### config.mk
export PLATFORM = sky130hd
export DESIGN_NAME = smj_ctrl
export DESIGN_NICKNAME = d
export VERILOG_FILES = /design/src/rtl/smj_ctrl.sv
export SDC_FILE = /design/constraint.sdc
export NUM_CORES = 1
export LEC_CHECK = 0
export ABC_AREA = 1
export CAP_MARGIN = 20
export CORE_UTILIZATION = 66
export DETAILED_ROUTE_END_ITERATION = 16
export DONT_BUFFER_PORTS = 1
export GPL_TIMING_DRIVEN = 0
export MAX_ROUTING_LAYER = met4
export PLACE_DENSITY_LB_ADDON = 0.05
export SLEW_MARGIN = 20
export SYNTH_ARGS = -nofsm -noshare
export SYNTH_HDL_FRONTEND = slang
export SYNTH_SLANG_ARGS = --single-unit
export TNS_END_PERCENT = 10
### constraint.sdc
create_clock -name clk -period 3.35 [get_ports clk]
set_input_delay 0.335 -clock clk [delete_from_list [all_inputs] [get_ports clk]]
set_output_delay 0.335 -clock clk [all_outputs]
set_load 0.005 [all_outputs]
### src/rtl/smj_ctrl.sv
// ---------------------------------------------------------------------------
// smj_ctrl
//
// Sequencing controller wrapped around the combinational SMJ hand evaluator.
// Tiles arrive one per valid/ready handshake and are assembled into a
// five-tile hand held in hand_n0..hand_n4. Once the hand is complete the
// controller spends one cycle letting SMJ settle, latches the 2-bit verdict,
// and offers it downstream under a second valid/ready handshake. SMJ itself
// stays purely combinational; all buffering and flow control live here.
//
// Parameters:
//   CNT_W      width of the completed-hand counter (only with the macro)
//
// Ports:
//   clk        clock, rising edge
//   rst_n      asynchronous active-low reset
//   in_valid   in_tile carries a tile
//   in_tile    6-bit tile code, forwarded unmodified to SMJ
//   in_ready   controller accepts a tile this cycle (COLLECT only)
//   in_flush   synchronous abort of partial hand and pending verdict
//   hand_n0..4 registered hand, drives the SMJ inputs
//   smj_data   SMJ verdict, combinational from hand_n*
//   out_valid  out_data holds a verdict
//   out_data   latched SMJ verdict
//   out_ready  downstream accepts the verdict
//   hand_cnt   saturating count of delivered verdicts
//
// Optional feature:
//   SMJ_CTRL_HAND_CNT_EN  when defined, adds the hand_cnt port and counter.
// ---------------------------------------------------------------------------
module smj_ctrl #(
    parameter int CNT_W = 16
) (
    input  logic             clk,
    input  logic             rst_n,
    input  logic             in_valid,
    input  logic [5:0]       in_tile,
    output logic             in_ready,
    input  logic             in_flush,
    output logic [5:0]       hand_n0,
    output logic [5:0]       hand_n1,
    output logic [5:0]       hand_n2,
    output logic [5:0]       hand_n3,
    output logic [5:0]       hand_n4,
    input  logic [1:0]       smj_data,
    output logic             out_valid,
    output logic [1:0]       out_data,
    input  logic             out_ready
`ifdef SMJ_CTRL_HAND_CNT_EN
    ,
    output logic [CNT_W-1:0] hand_cnt
`endif
);

    typedef enum logic [1:0] {
        COLLECT = 2'd0,
        EVAL    = 2'd1,
        OUT     = 2'd2
    } state_t;

    state_t     state;
    state_t     state_nxt;
    logic [2:0] idx;
    logic       accept;
    logic       handoff;

    assign in_ready = (state == COLLECT);

    // A tile offered in the same cycle as a flush is dropped, so flush
    // masks acceptance rather than just resetting idx afterwards.
    assign accept  = in_valid && in_ready && !in_flush;
    assign handoff = out_valid && out_ready;

    // Next-state logic; flush overrides every other transition.
    always_comb begin
        state_nxt = state;
        case (state)
            COLLECT: if (accept && (idx == 3'd4)) state_nxt = EVAL;
            EVAL:    state_nxt = OUT;
            OUT:     if (handoff) state_nxt = COLLECT;
            default: state_nxt = COLLECT;
        endcase
        if (in_flush) begin
            state_nxt = COLLECT;
        end
    end

    always_ff @(posedge clk or negedge rst_n) begin
        if (!rst_n) begin
            state <= COLLECT;
        end else begin
            state <= state_nxt;
        end
    end

    // Tile slot counter; wraps to 0 on the fifth tile so the next hand
    // starts at hand_n0 without a separate clear.
    always_ff @(posedge clk or negedge rst_n) begin
        if (!rst_n) begin
            idx <= 3'd0;
        end else if (in_flush) begin
            idx <= 3'd0;
        end else if (accept) begin
            idx <= (idx == 3'd4) ? 3'd0 : idx + 3'd1;
        end
    end

    // Hand registers only move on an accepted tile, which keeps the SMJ
    // inputs steady through EVAL and OUT. Flush leaves them alone; the
    // next hand simply overwrites them.
    always_ff @(posedge clk or negedge rst_n) begin
        if (!rst_n) begin
            hand_n0 <= 6'd0;
            hand_n1 <= 6'd0;
            hand_n2 <= 6'd0;
            hand_n3 <= 6'd0;
            hand_n4 <= 6'd0;
        end else if (accept) begin
            case (idx)
                3'd0:    hand_n0 <= in_tile;
                3'd1:    hand_n1 <= in_tile;
                3'd2:    hand_n2 <= in_tile;
                3'd3:    hand_n3 <= in_tile;
                default: hand_n4 <= in_tile;
            endcase
        end
    end

    // Verdict capture: SMJ has had the whole EVAL cycle to settle on the
    // registered hand, so its output is sampled at the end of EVAL.
    always_ff @(posedge clk or negedge rst_n) begin
        if (!rst_n) begin
            out_valid <= 1'b0;
            out_data  <= 2'b00;
        end else if (in_flush) begin
            out_valid <= 1'b0;
        end else if (state == EVAL) begin
            out_valid <= 1'b1;
            out_data  <= smj_data;
        end else if (handoff) begin
            out_valid <= 1'b0;
        end
    end

`ifdef SMJ_CTRL_HAND_CNT_EN
    // Delivered-hand counter. A handoff in a flush cycle still counts as
    // delivered; the counter sticks at all-ones instead of wrapping.
    always_ff @(posedge clk or negedge rst_n) begin
        if (!rst_n) begin
            hand_cnt <= '0;
        end else if (handoff && (hand_cnt != {CNT_W{1'b1}})) begin
            hand_cnt <= hand_cnt + 1'b1;
        end
    end
`endif

endmodule

# Yosys cells after proc, flatten, opt, wreduce, memory -nomap -nowiden
# Index checks and enable logic that the tools add are counted.
# totals
register_bits	38
latchBits	0
ram_bits	0
romBits	0
in_bits	13
output_inout_bits	34
wordCells	47
mem_count	0
# op_classes
n_addsub	1
mul	0
div	0
magnitude_cmp	0
n_eq_ne	8
shift	0
n_mux	10
bitwise	2
n_reduce_logical	17
# ops
operator	count
2-bit AND reduction	7
3-bit two-way mux	3
3-bit by 2-bit equality test with 1-bit output, second input constant	2
2-bit two-way mux	3
2-bit case mux with 3 select lines	1
1-bit logical AND	4
4-bit OR reduction	1
3-bit by 1-bit adder with 3-bit output, second input constant	1
3-bit by 1-bit equality test with 1-bit output, second input constant	1
3-bit equality test, second input constant	1
3-bit logical NOT	1
1-bit two-way mux	3
3-bit by 1-bit != test with 1-bit output, second input constant	1
3-bit != test, second input constant	1
3-bit nonzero test	1
2-bit by 1-bit equality test with 1-bit output, second input constant	1
2-bit equality test, second input constant	1
2-bit logical NOT	1
1-bit NOT	2
2-bit nonzero test	1
1-bit logical NOT	1

# Longest topological paths before layout
# depth
ltp_word	7
mapped_depth	8
ltp_nobuf	8

# Least setup slack after synthesis
# OpenSTA, ideal clock, no wires.
# synth_timing
path_kind	flip-flop to flip-flop
start	register idx[0]
end	register hand_n4[0]
setup_time_ps	118
arrival_ps	1399
required_ps	3232
path_slack_ps	1834
path_stages_with_launch	9
path_buffers	0
period_less_slack_ps	1516
cell_sequence	dfrtp_1 -> ha_1 -> ha_1 -> inv_1 -> nand2_1 -> nor2_4 -> nand2_2 -> nand2_1 -> nand2_1
# synth_via
elab_chain_cells	4
elab_cells_between_ends	7
classes_between	3 x eq/ne; 1 x bitwise; 3 x reduce/logical
# synth_rtl
element	line_no	source
start: declaration	63	logic [2:0] idx;
start signal: assignment	104	idx <= (idx == 3'd4) ? 3'd0 : idx + 3'd1;
3-bit by 2-bit equality test with 1-bit output, or another cell as far along	119	case (idx)
4-bit OR reduction (no source line) (*)	--	
1-bit NOT (no source line) (*)	--	
2-bit AND reduction (no source line) (*)	--	
end signal: assignment	124	default: hand_n4 <= in_tile;
end: declaration	44	output logic [5:0] hand_n4,
# Mark *: on every way between the ends. The rest lies on a longest branch, timed or not.
# A chain may end at the register's enable or synchronous reset.

# Worst setup path in the final report
# layout_timing
start	register idx[0]
end	register hand_n4[4]
# The elaborated chain is that of the path after synthesis.

==> key figures <==
Outcome
  • Status: completed

Synthesis
  • Synth Register Bits: 38
  • Mapped Area: between 1500 and 2000 um2
  • Ys Warns: 0
  • Post-synth cell types: 17
  • Seq/Total Area, Yosys: 0.5732
  • Average size of a mapped cell: 9.217 um2
  • Syn_nets: between 150 and 200
  • Cells after Synth: 180

Routing
  • Final WL: 3577 um
  • Wirelength per Cell: 16.41 um
  • Post-route ant nets: 0
  • Detailed Route Iter0 Violations: 29
  • Via-per-instance ratio: 5.899
  • DRT Pass-1 Iters: 4
  • Routed via count: 1286
  • DR DRC count: 0

CTS
  • Clock sinks: 38
  • Post-CTS setup buffers: 0
  • Clock Tree Root: clkbuf_4
  • CTS tree: built
  • H-tree depth: 2
  • Worst-case clock buffer depth: 2
  • Clock slew at reported path FFs: 0.11 ns
  • Clk Latency, worst-skew pair: ~0.35 ns
  • Num CTS Buffers: 5

Power
  • P_int: 0.7348 mW
  • Net Switching: 0.3465 mW
  • Reg power frac: 0.615
  • Power, Total: 1.081 mW
  • Clock power share: 0.231
  • Sw Share: 0.3204
  • Leak Pwr: about 0.93 nW
  • PwrDens: 606.0 nW/um2
  • Logic gate share of total power: 0.155
  • Maximum VDD drop: 442.3 uV

Setup path
  • Worst R2R Start: idx[0]
  • Worst path slowest cell: dfrtp_1
  • CP cell instances: ha_1 -> ha_1 -> inv_1 -> nand2_1 -> nor2_4 -> nand2_2 -> nand2_1 -> nand2_1
  • Setup crit end kind: register
  • Startpoint types: register
  • Critical Path Most Common Cell: nand2_1
  • CP Launch Point: idx[0]
  • Crit path largest cell delay: 0.41 ns
  • Kind of critical path: register to register
  • Worst path required time: between 3 and 4 ns
  • CP max FO: 8
  • Critical path arrival: 1.98 ns

Final layout
  • Fin nets: a little over 200
  • Fillers: around 150
  • Layout cells sized above 1: 0.1158
  • Syn-to-layout area delta: 7.541%
  • Final instance area: 1784 um2
  • Number of inserted diodes: 0

Timing
  • RSZ-0062 raised after global routing: false
  • Max Slew Vio Count: 0
  • Hold_ws: 0.09598 ns
  • Final hold vios: 0
  • Worst Max-Slew Pin Slew: 0.4226 ns
  • Clock Skews: 0.008604 ns
  • Period utilisation layout: 0.5200
  • Final setup violation count: 0
  • Final setup TNS: 0 ns
  • Worst setup margin: between 1.5 and 2 ns
  • Period minus WS final: around 1.7 ns
  • Relative slew margins: 0.7182
  • Peak Freq: about 0.57 GHz

Global route
  • First-pass GRT wire length: 5623 um
  • Vias in the first global route: 1282
  • GR Overflow Total: 0
  • Initial antenna violation count: 0
  • Tot GR Track Use: 0.3088
  • Largest net degree at the start of global routing: 39

Floorplan
  • I/O pin cnt: 47
  • Placement row count: 17
  • Die area: about 2700 um2
  • CORE AREA: 2297 um2
  • Die height: ~52 um
  • Die width: 52.14 um
  • Initial Utilization: 0.7222

Placement
  • RePlAce Congestion: 0.7829
  • Placed cell areas: 1694 um2
  • HPWL Detailed: ~2600 um
  • Port Buf Inserts: 0
  • Pre-CTS setup slack: 1.620 ns

Worst hold path
  • Hold_sp: in_tile[1]
  • Hold crit path type: primary input to register

Run
  • Max cap viols: 0
[stage by stage]
stage | std cells | util
6_report | 218 | 0.7767
3_5_place_dp | 208 | 0.7375
2_1_floorplan | 180 | -
4_1_cts | 218 | 0.7767
3_3_place_gp | 208 | 0.7375
5_1_grt | 218 | 0.7767
[metal layers]
layer,global-route usage,routed length (um),part of all wire
met1,0.3314,1401,0.39
met2,0.5107,1757,0.49
met3,0.1170,343,0.096
met4,0.1316,76,0.021
met5,-,0,0
[what timing repair did]
| action | CTS | global route |
|---|---|---|
| hold buffers | 2 | 0 |
| hold endpoints to repair | 38 | 0 |
| resized for setup | 0 | 0 |
[layout by cell type, fill, tap and decap left out]
cell type      synthesis  layout
nand2_1               74      74
dfrtp_1               38      38
o21ai_0               17      17
nand3_1               11      11
o21ai_1               10      10
inv_1                  6       6
nor2_4                 6       6
ha_1                   5       5
clkbuf_4               0       5
nand2_2                3       3
nor2_1                 2       2
clkbuf_1               1       2
buf_6                  2       2
inv_2                  1       1
nand4_1                1       1
nand3_2                1       1
clkinv_1               1       1
nand2_4                1       1
clkbuf_8               0       1
clkinv_2               0       1
buf_12                 0       1
dlygate4sd3_1          0       1
[final timing paths]
path,end,slack [ns],cells past startpoint
max in group asynchronous,hand_n4[4],2.73,2
max reg2reg,hand_n4[4],1.61,8
min,hand_n2[1],0.1,2
min reg2reg,hand_n3[4],0.51,2
min in group asynchronous,hand_n0[5],0.42,2
max,hand_n4[4],1.61,8
[final cells by class]
| type | count | area, um2 | area share |
|---|---|---|---|
| Sequential cell | 38 | 950.9 | 0.5330 |
| Multi-Input combinational cell | 131 | 651.9 | 0.3654 |
| Clock buffer | 7 | 55.05 | 0.03086 |
| Tap cell | 28 | 35.03 | 0.01964 |
| Timing Repair Buffer | 2 | 30.03 | 0.01683 |
| Inverter | 8 | 30.03 | 0.01683 |
| Buffer | 3 | 26.28 | 0.01473 |
| Clock inverter | 1 | 5.005 | 0.002805 |
[Yosys cell counts]
cell | n | share of area
o21ai_0 | 17 | 0.051
buf_6 | 2 | 0.014
nand2_2 | 3 | 0.011
nor2_4 | 6 | 0.041
o21ai_1 | 10 | 0.030
ha_1 | 5 | 0.038
nand3_2 | 1 | 0.0060
inv_1 | 6 | 0.014
nor2_1 | 2 | 0.0045
nand2_1 | 74 | 0.17
nand4_1 | 1 | 0.0038
clkinv_1 | 1 | 0.0023
nand2_4 | 1 | 0.0068
dfrtp_1 | 38 | 0.57
nand3_1 | 11 | 0.033
clkbuf_1 | 1 | 0.0023
inv_2 | 1 | 0.0023
[cells by family after synthesis]
| family | Yosys count | synth area share |
|---|---|---|
| compound gates | 27 | 0.08145 |
| fa+ha+maj | 5 | 0.03771 |
| buf+inv | 11 | 0.03393 |
| flops | 38 | 0.5732 |
| simple gates | 99 | 0.2738 |
[critical path, delay by kind of cell (launching register included)]
family / cells / cell delay, ns
simple gates: 5 / 0.59
flops: 1 / 0.41
fa+ha+maj: 2 / 0.40
buf+inv: 1 / 0.24
[registers in the layout, indices dropped and copies added (netlist names)]
register   cells
hand_n0        6
hand_n1        6
hand_n2        6
hand_n3        6
hand_n4        6
idx            3
out_data       2
state          2
out_valid      1
[power by group through the flow]
stage | Sequential [mW] | Combinational [mW] | Clock (mW)
floorplan | 0.647 | 0.126 | 0
global placement | 0.667 | 0.142 | 0
detailed placement | 0.675 | 0.156 | 0
CTS | 0.665 | 0.169 | 0.250
global route | 0.677 | 0.195 | 0.270
finish | 0.665 | 0.167 | 0.249
Note: power is estimated with default switching activity, not from simulation.
==> variant: new RTL, same flow settings <==
Encoding of `state_t`: now one-hot (3 bits for 3 states).
--- a/src/rtl/smj_ctrl.sv
+++ b/src/rtl/smj_ctrl.sv
@@ -53,8 +53,8 @@
 );
 
-    typedef enum logic [1:0] {
-        COLLECT = 2'd0,
-        EVAL    = 2'd1,
-        OUT     = 2'd2
+    typedef enum logic [2:0] {
+        COLLECT = 3'b001,
+        EVAL    = 3'b010,
+        OUT     = 3'b100
     } state_t;
 
Formal check against the unedited RTL: same outputs for any inputs over 10 cycles, from zero or initial values and one cycle with rst_n low; not proved beyond that.
==> variant against the original RTL <==
Maximum frequency shrank 3.9%. Synthesized cell count grew 7.2%. Sequential cell count grew 1. Design area grew 2.5%. Area after synthesis grew 3.2%. Worst setup slack lost 0.071 ns. Critical endpoint is now hand_n4[5]. Sequential share of layout area grew 0.12 points. Power grew 1.0%. Routed wire length shrank 0.73%.
==> variant: results (changes against the original RTL) <==
metric,value,unit,change
synthTopCellsByArea,"dfrtp_1 (56%), nand2_1 (17%), nand3_1 (12%)",,
n_fill_cell,169,,+9.7%
final_area,1830,sq um,+2.5%
nNetsFinal,220,,+6.3%
grt_pass1_vias,1366,,+6.6%
grt_use_total,30.4,%,-0.50 points
peakVddDrop,0.467,mV,+5.7%
grt_max_degree,40,,+2.6%
place.gp.congestion,0.876,,+12%
numPortBuffers,0,,unchanged
dpl_cell_area,1750,sq um,+3.3%
sw_frac_of_total,32.3,%,+0.28 points
buffers,6,,+1
synth_nets,211,,+6.6%
multi_input_cells,137,,+4.6%
wl_per_cell,15.2,um,-7.1%
p_leak,0.996,nW,+7.3%
synth_commonest_cells,"nand2_1 (78), nand3_1 (40), dfrtp_1 (38)",,
wirelength,3.55,mm,-0.73%
grt_pass1_wl,5.73,mm,+2.0%
rows,18,,+1
fin_skew,0.0146,ns,+0.00596 ns
final-clk-cell-share,2.74,%,-0.63 points
outcome,"complete, no violations",,
arrival,2.06,ns,+0.08 ns
cts_buffer_depth,2,,unchanged
ys_types,16,,-1
hold_class,in2reg,,
seq_share,53.4,%,+0.12 points
yosysSeqAreaShare,57.1,%,-0.22 points
postSynthAreaPerCell,8.87,sq um,-3.8%
layout-drive-gt1-share,7.39,%,-4.2 points
hpwl,2.62,mm,+1.2%
cts_sinks,39,,+2.6%
setup_tns,0,ns,unchanged
inv_count,13,,+5
numCtsBuffers,5,,unchanged
first_iter_violations,46,,+59%
place_worst_setup_slack,1.55,ns,-0.0668 ns
signal_buffer_area_fraction,3.69,%,+0.54 points
via_per_inst,5.82,,-1.4%
worstMarginPinSlew,0.323,ns,-0.0995 ns
multi_input_area,648,sq um,-0.58%
## variant: path summary, 6_finish.rpt
check	start	to	slack [ns]	cells after the start
worst max-delay path	idx[0]	hand_n4[5]	1.54	9
worst min-delay path	in_flush	state[1]	0.07	1
worst max register to register	idx[0]	hand_n4[5]	1.54	9
worst min register to register	hand_n1[0]	hand_n1[0]	0.51	2
max in group asynchronous	rst_n	state[0]	2.65	2
min in group asynchronous	rst_n	hand_n3[3]	0.42	2
## variant: logic make-up (layout without fill, tap and decap cells)
logic type / Yosys count / count (layout) / share of synthesized area [%]
AO/OA/AOI/OAI: 6 / 6 / 1.75
buffers and inverters: 17 / 27 / 5.04
adder cells (fa/ha/maj): 5 / 5 / 3.65
AND/OR/NAND/NOR: 126 / 126 / 32.5
flip-flops: 39 / 39 / 57.1
## variant: power groups by stage
stage | logic [mW] | clock network, mW | registers, mW
global route | 0.213 | 0.244 | 0.702
global placement | 0.152 | 0 | 0.689
finish | 0.179 | 0.225 | 0.687
CTS | 0.181 | 0.228 | 0.688
detailed placement | 0.166 | 0 | 0.698
floorplan | 0.134 | 0 | 0.673
## variant: per-layer routing
layer	track usage, %	vias up	wire length, um	part of all wire [%]
met5	-	-	0	0
li1	-	637	-	-
met3	7.47	9	354	10
met2	50.0	85	1820	51
met4	18.4	0	61	1.7
met1	33.1	624	1320	37
## variant: worst max-delay path, stage by stage (launching register included)
cell      delay [ns]
dfrtp_1         0.42
ha_1            0.22
ha_1            0.17
clkbuf_1        0.18
inv_1           0.08
nand2_1         0.08
nor2_4          0.18
nand3_1         0.21
nand2_1         0.12
nand2_1         0.06
## variant: timing repair
action | CTS | global route
hold buffers | 2 | 0
gates resized for setup | 0 | 0
hold endpoints to repair | 39 | 0
